File: src/rtl/bus_pkg.sv
// Shared definitions for the 128-bit qword bus used by the caches and the
// memory-side responder.
package bus_pkg;

  localparam int BUS_DATA_WIDTH_SHIFT = 4;
  localparam int BUS_DATA_WIDTH       = 128;
  localparam int WORDS_PER_QWORD      = 4;
  localparam int WORD_WIDTH           = BUS_DATA_WIDTH / WORDS_PER_QWORD;
  localparam int BEAT_WIDTH           = $clog2(WORDS_PER_QWORD);

  typedef logic [WORD_WIDTH-1:0]                      word_t;
  typedef logic [WORDS_PER_QWORD-1:0][WORD_WIDTH-1:0] qword_t;

  typedef enum logic [2:0] {
    ST_IDLE,
    ST_WAIT,
    ST_XFER,
    ST_DRAIN,
    ST_ACK,
    ST_RELEASE
  } resp_state_e;

endpackage

File: src/rtl/increment.sv
// Generic incrementer: data_o = data_i + 1, carry_o set when data_i is all ones.
module increment #(
  parameter int DATA_WIDTH = 8
) (
  input  logic [DATA_WIDTH-1:0] data_i,
  output logic [DATA_WIDTH-1:0] data_o,
  output logic                  carry_o
);

  assign {carry_o, data_o} = {1'b0, data_i} + (DATA_WIDTH + 1)'(1);

endmodule

File: src/rtl/qword_word_buffer.sv
// 4x32 word register with a 128-bit parallel load and a write-by-index port;
// the parallel load wins when both are requested.
module qword_word_buffer
  import bus_pkg::*;
(
  input  logic                      clk_i,
  input  logic                      rst_ni,
  input  logic                      load_i,
  input  logic [BUS_DATA_WIDTH-1:0] load_data_i,
  input  logic                      wr_en_i,
  input  logic [BEAT_WIDTH-1:0]     wr_idx_i,
  input  logic [WORD_WIDTH-1:0]     wr_data_i,
  output logic [BUS_DATA_WIDTH-1:0] data_o
);

  qword_t words_q;

  // NOTE: this storage is reset even though it is plain data, because it can
  // feed a bus output whose reset value must be zero.
  always_ff @(posedge clk_i) begin
    if (!rst_ni) begin
      words_q <= '0;
    end else if (load_i) begin
      words_q <= load_data_i;
    end else if (wr_en_i) begin
      words_q[wr_idx_i] <= wr_data_i;
    end
  end

  assign data_o = words_q;

endmodule

File: src/rtl/qword_mem_responder.sv
// Memory-side responder: serialises one qword read/write into four 32-bit
// beats on a single-port word SRAM and returns a one-cycle completion pulse.
module qword_mem_responder
  import bus_pkg::*;
#(
  parameter int BUS_ADDRESS_WIDTH = 20,
  parameter int WAIT_STATES       = 0   // legal range 0..15
) (
  input  logic                                          clk_i,
  input  logic                                          rst_ni,
  input  logic [BUS_ADDRESS_WIDTH-1:BUS_DATA_WIDTH_SHIFT] bus_addr_i,
  input  logic [BUS_DATA_WIDTH-1:0]                     bus_data_i,
  input  logic                                          bus_valid_i,
  input  logic                                          bus_we_i,
  output logic [BUS_DATA_WIDTH-1:0]                     bus_data_o,
  output logic                                          bus_valid_o,
  output logic [BUS_ADDRESS_WIDTH-3:0]                  mem_addr_o,
  output logic [WORD_WIDTH-1:0]                         mem_data_o,
  output logic                                          mem_en_o,
  output logic                                          mem_we_o,
  input  logic [WORD_WIDTH-1:0]                         mem_data_i
);

  localparam int         QADDR_W   = BUS_ADDRESS_WIDTH - BUS_DATA_WIDTH_SHIFT;
  localparam logic [3:0] WAIT_INIT = 4'(WAIT_STATES);

  resp_state_e           state_q, state_d;
  logic [BEAT_WIDTH-1:0] beat_q, beat_d, beat_inc;
  logic                  beat_carry;
  logic [3:0]            wait_q, wait_d;
  logic [QADDR_W-1:0]    addr_q, addr_d;
  logic                  we_q, we_d;
  logic                  wr_load;
  logic                  rd_wr_en;
  logic [BEAT_WIDTH-1:0] rd_wr_idx;
  qword_t                wr_words;
  qword_t                rd_words;

  increment #(.DATA_WIDTH(BEAT_WIDTH)) u_beat_inc (
    .data_i  (beat_q),
    .data_o  (beat_inc),
    .carry_o (beat_carry)
  );

  // Write lanes, loaded from the bus when a request is accepted.
  qword_word_buffer u_wr_buf (
    .clk_i       (clk_i),
    .rst_ni      (rst_ni),
    .load_i      (wr_load),
    .load_data_i (bus_data_i),
    .wr_en_i     (1'b0),
    .wr_idx_i    ('0),
    .wr_data_i   ('0),
    .data_o      (wr_words)
  );

  // Read assembly; untouched by writes so bus_data_o keeps its last read value.
  qword_word_buffer u_rd_buf (
    .clk_i       (clk_i),
    .rst_ni      (rst_ni),
    .load_i      (1'b0),
    .load_data_i ('0),
    .wr_en_i     (rd_wr_en),
    .wr_idx_i    (rd_wr_idx),
    .wr_data_i   (mem_data_i),
    .data_o      (rd_words)
  );

  // NOTE: sequential state uses non-blocking assignments so every register
  // samples the pre-edge values of the others.
  always_ff @(posedge clk_i) begin
    if (!rst_ni) begin
      state_q <= ST_IDLE;
      beat_q  <= '0;
      wait_q  <= '0;
      addr_q  <= '0;
      we_q    <= 1'b0;
    end else begin
      state_q <= state_d;
      beat_q  <= beat_d;
      wait_q  <= wait_d;
      addr_q  <= addr_d;
      we_q    <= we_d;
    end
  end

  // NOTE: every signal gets a default first so no path through the case
  // statement leaves it unassigned and infers a latch.
  always_comb begin
    state_d = state_q;
    beat_d  = beat_q;
    wait_d  = wait_q;
    addr_d  = addr_q;
    we_d    = we_q;
    wr_load = 1'b0;
    unique case (state_q)
      ST_IDLE: begin
        if (bus_valid_i) begin
          addr_d  = bus_addr_i;
          we_d    = bus_we_i;
          wr_load = 1'b1;
          beat_d  = '0;
          wait_d  = WAIT_INIT;
          state_d = (WAIT_INIT != 4'd0) ? ST_WAIT : ST_XFER;
        end
      end
      ST_WAIT: begin
        wait_d = wait_q - 4'd1;
        if (wait_q <= 4'd1) state_d = ST_XFER;
      end
      ST_XFER: begin
        beat_d = beat_inc;
        if (beat_carry) state_d = we_q ? ST_ACK : ST_DRAIN;
      end
      ST_DRAIN:   state_d = ST_ACK;
      ST_ACK:     state_d = ST_RELEASE;
      ST_RELEASE: if (!bus_valid_i) state_d = ST_IDLE;
      default:    state_d = ST_IDLE;
    endcase
  end

  // Read data lags its beat by one cycle, so beat n lands in word n-1 and the
  // last word is picked up in DRAIN.
  always_comb begin
    bus_valid_o = (state_q == ST_ACK);
    mem_en_o    = (state_q == ST_XFER);
    mem_we_o    = (state_q == ST_XFER) && we_q;
    mem_addr_o  = {addr_q, beat_q};
    mem_data_o  = (state_q == ST_XFER) ? wr_words[beat_q] : '0;
    rd_wr_en    = ((state_q == ST_XFER) && !we_q && (beat_q != '0))
                || (state_q == ST_DRAIN);
    rd_wr_idx   = (state_q == ST_DRAIN) ? BEAT_WIDTH'(WORDS_PER_QWORD - 1)
                                        : beat_q - BEAT_WIDTH'(1);
  end

  assign bus_data_o = rd_words;

endmodule

File: config.mk
export PLATFORM = sky130hd
export DESIGN_NAME = qword_mem_responder
export DESIGN_NICKNAME = d
export VERILOG_FILES = /design/src/rtl/bus_pkg.sv /design/src/rtl/increment.sv /design/src/rtl/qword_word_buffer.sv /design/src/rtl/qword_mem_responder.sv
export SDC_FILE = /design/constraint.sdc
export NUM_CORES = 1
export LEC_CHECK = 0
export ABC_AREA = 1
export BUFFER_PORTS_ARGS = -buffer_cell sky130_fd_sc_hd__buf_2
export CAP_MARGIN = 40
export CORE_MARGIN = 3
export CORE_UTILIZATION = 55
export CTS_CLUSTER_DIAMETER = 80
export DETAILED_ROUTE_END_ITERATION = 8
export PLACE_DENSITY = 0.8
export SLEW_MARGIN = 20
export SYNTH_ARGS = -nofsm -noshare
export SYNTH_HDL_FRONTEND = slang
export SYNTH_HIERARCHICAL = 1
export SYNTH_SLANG_ARGS = --single-unit
export TNS_END_PERCENT = 30
File: constraint.sdc
create_clock -name clk_i -period 3.8 [get_ports clk_i]
set_input_delay 0.76 -clock clk_i [delete_from_list [all_inputs] [get_ports clk_i]]
set_output_delay 0.76 -clock clk_i [all_outputs]
set_load 0.01 [all_outputs]
==> impl_metrics.py <==
metrics = {
    "outcome": {
        "status": "completed",
    },
    "power_and_ir_drop": {
        "total_power_uw": 13300,
        "power.density_nw_per_um2": 652,
        "vdd_drop_max_mv": 0.574,
        "power.static_leakage_uw": 0.0110,
    },
    "sta": {
        "rsz0062_at_grt": "no",
        "fmax_ghz": 0.311,
        "hold_viol": 0,
        "worst_pin_slew_ns": 0.831,
        "setup_tns_ns": 0,
        "layout_setup_ws_ns": 0.586,
        "hold_slack_ns": 0.455,
        "slew_viol_final": 0,
        "clock_skew_ns": 0.0269,
        "relSlewSlack": 0.444,
        "fin_crit_ns": 3.21,
        "finalSetupViolations": 0,
        "post-route-period-util": 0.846,
    },
    "critical_path": {
        "r2r_slack_ns": 1.10,
        "arrival_ns": 2.45,
        "crit_fanout": 69,
        "cp_slowest_cell": "buf_4",
        "worstSetupPathType": "reg2out",
        "max_stage_delay_ns": 0.62,
        "worstReg2RegStart": "beat_q[0]$_SDFFE_PN0P_",
        "regToRegEndpoint": "u_rd_buf/data_o[125]$_SDFFE_PN0P_",
        "r2r_cells": 9,
        "crit_chain": "buf_4, nor2_1, nor2_1, o21ai_0, a21oi_1, buf_2",
        "cp-start-kind": "register",
        "cp_common_cell": "nor2_1",
        "end_kind": "output port",
        "crit_start": "beat_q[0]$_SDFFE_PN0P_",
        "crit_end": "mem_data_o[13]",
        "crit_required_ns": 3.04,
    },
    "yosys": {
        "synth_flop_cell": "dfxtp_1",
        "synth_most_common_cell": "nand2_1",
        "synth_cells": 3055,
        "synthSimpleGateAreaFrac": 0.473,
        "synth.cells.most_frequent": "nand2_1 (1088), nor2_1 (722), inv_1 (342)",
        "synth_fa_ha_area_frac": 0.00298,
        "synth_area_per_cell_um2": 5.50,
        "synth_edf_count": 0,
        "synth_compound_area_frac": 0.0591,
        "synth_area_leader_cell": "dfxtp_1",
        "synth_top_family_by_area": "simple AND/OR/NAND/NOR gates",
        "synthMuxAreaShare": 0,
        "synth.cell_area_um2": 16800,
        "synth_cell_types": 27,
        "synthTopCellsByArea": "dfxtp_1 (34%), nand2_1 (24%), nor2_1 (16%), inv_1 (7.6%), nand3_1 (6.2%)",
        "synth_xor_area_frac": 0.000521,
        "yosysSeqAreaShare": 0.336,
        "ys_warn_count": 6,
        "synth_top_area_frac": 0.336,
        "async_flop_share": 0,
        "ys_ff_latch": 282,
    },
    "worst_hold_path": {
        "hold_class": "in2reg",
        "worstHoldStart": "bus_addr_i[4]",
    },
    "placed_design": {
        "pre_cts_slack_ns": 1.12,
        "port-buffer-count": 360,
        "place_congestion": 0.895,
        "hpwl_mm": 35.8,
        "dp_cells": 3846,
    },
    "final_layout": {
        "drive_gt1_frac": 0.133,
        "nFillCells": 2837,
        "layout.nets": 3673,
        "area_growth_pct": 21.5,
        "final_cells": 3906,
    },
    "flow_run": {
        "maxCapViolCount": 0,
    },
    "drt": {
        "drc": 0,
        "vias": 19035,
        "first_pass_iters": 5,
        "viasPerCell": 4.87,
        "drtAntennaViolNets": 0,
        "drt_wl_total_mm": 54.5,
        "wire_per_inst_um": 13.9,
        "drt_iter0_markers": 1523,
    },
    "floorplanning": {
        "initial_core_util": 0.562,
        "die_area_um2": 32700,
        "die_width_um": 181,
        "ios": 361,
        "fp.coreArea_um2": 29900,
        "num_rows": 63,
        "die_h_um": 181,
    },
    "clock_network": {
        "clk_latency_ns": 0.57,
        "cts_tree": "done",
        "cts_made_buffers": 31,
        "hold_buffers": 0,
        "cts_max_path_buffers": 3,
        "htree_levels": 1,
        "cts-root-buf": "clkbuf_16",
        "clkSlewWorstSetupHoldPaths_ns": 0.06,
        "post_cts_buffers": 0,
        "clock-sinks": 282,
        "ctsResizeCount": 0,
    },
    "grt": {
        "grt_pass1_vias": 17283,
        "grt_max_degree": 177,
        "grt.overflow.total": 0,
        "grt_pass1_wl_mm": 86.8,
        "antenna_found_initial": 2,
        "grt.total_usage": 0.316,
    },
}
==> worst max-delay path: cells and delay by family, from the launching register on <==
family	cells	cell delay, ns
AND/OR/NAND/NOR	2	0.22
flip-flops	1	0.34
AO/OA/AOI/OAI	2	0.46
buffers and inverters	2	0.83
==> layout make-up <==
class,instances,area [um2],area share
multi-input combinational,2441,9800,0.480
clock buffer,45,898,0.0440
inverter,348,1310,0.0643
antenna,2,5.00,0.000245
clock inverter,13,224,0.0110
sequential,282,5650,0.277
timing repair buffer,385,2040,0.0997
tap,390,488,0.0239
==> routing by layer <==
| metal | GRT usage | share of wire | vias to the layer above |
|---|---|---|---|
| li1 | - | - | 9744 |
| met3 | 0.0372 | 0.079 | 134 |
| met1 | 0.400 | 0.39 | 8351 |
| met2 | 0.541 | 0.48 | 806 |
| met4 | 0.143 | 0.047 | 0 |
| met5 | 0 | 0 | - |
==> layout by cell type (no fill, tap or decap) <==
cell / instances
ha_1: 4
buf_12: 3
conb_1: 211
nor2_4: 1
buf_2: 359
nor2_2: 4
clkbuf_16: 31
inv_4: 2
clkinv_1: 1
diode_2: 2
nand3_4: 1
dfxtp_2: 1
inv_1: 342
clkbuf_1: 7
o21ai_1: 38
buf_4: 22
nand3_1: 207
nor3_1: 1
inv_6: 1
clkinvlp_4: 2
nand2_2: 12
inv_2: 3
xnor2_1: 1
nand2_1: 1088
clkinv_2: 4
dfxtp_1: 281
o21ai_0: 97
clkbuf_8: 8
nor2_1: 720
bufinv_16: 6
a21oi_1: 46
a21oi_2: 9
o21a_1: 1
==> through the flow <==
step                instance area (um2)   util
global placement                  19300  0.645
finish                            20400  0.683
detailed placement                19300  0.645
floorplan                         17600      -
global route                      20400  0.683
CTS                               20400  0.683
==> state kept, by name (all words and copies together) (netlist names) <==
signal / count
addr_q: 16
state_q: 3
we_q: 1
u_rd_buf/data_o: 128
wait_q: 4
u_wr_buf/data_o: 128
beat_q: 2
==> worst min-delay path by stage <==
stage	end	slack [ns]	cells past startpoint
after CTS	addr_q[12]$_SDFFE_PN0P_	0.44	3
after global routing	addr_q[7]$_SDFFE_PN0P_	0.44	3
after global placement	addr_q[5]$_SDFFE_PN0P_	0.45	2
final	addr_q[0]$_SDFFE_PN0P_	0.45	3
after floorplan	wait_q[3]$_SDFFE_PN0P_	0.45	2
after detailed placement	addr_q[5]$_SDFFE_PN0P_	0.46	2
==> kinds of logic (layout without fill, tap and decap cells) <==
group,after synthesis,in the layout
AND/OR/NAND/NOR,2034,2034
buffers and inverters,542,791
flip-flops,282,282
AO/OA/AOI/OAI,191,191
adder cells (fa/ha/maj),4,4
other,1,213
XOR/XNOR,1,1
==> report_power, final <==
group          internal [uW]  leakage [uW]  switching, uW
sequential              3740       0.00234            473
combinational           1930       0.00815           3870
clock                   2040      0.000546           1250
total                   7710        0.0110           5600
No activity file was read; power rests on OpenSTA's default activity.
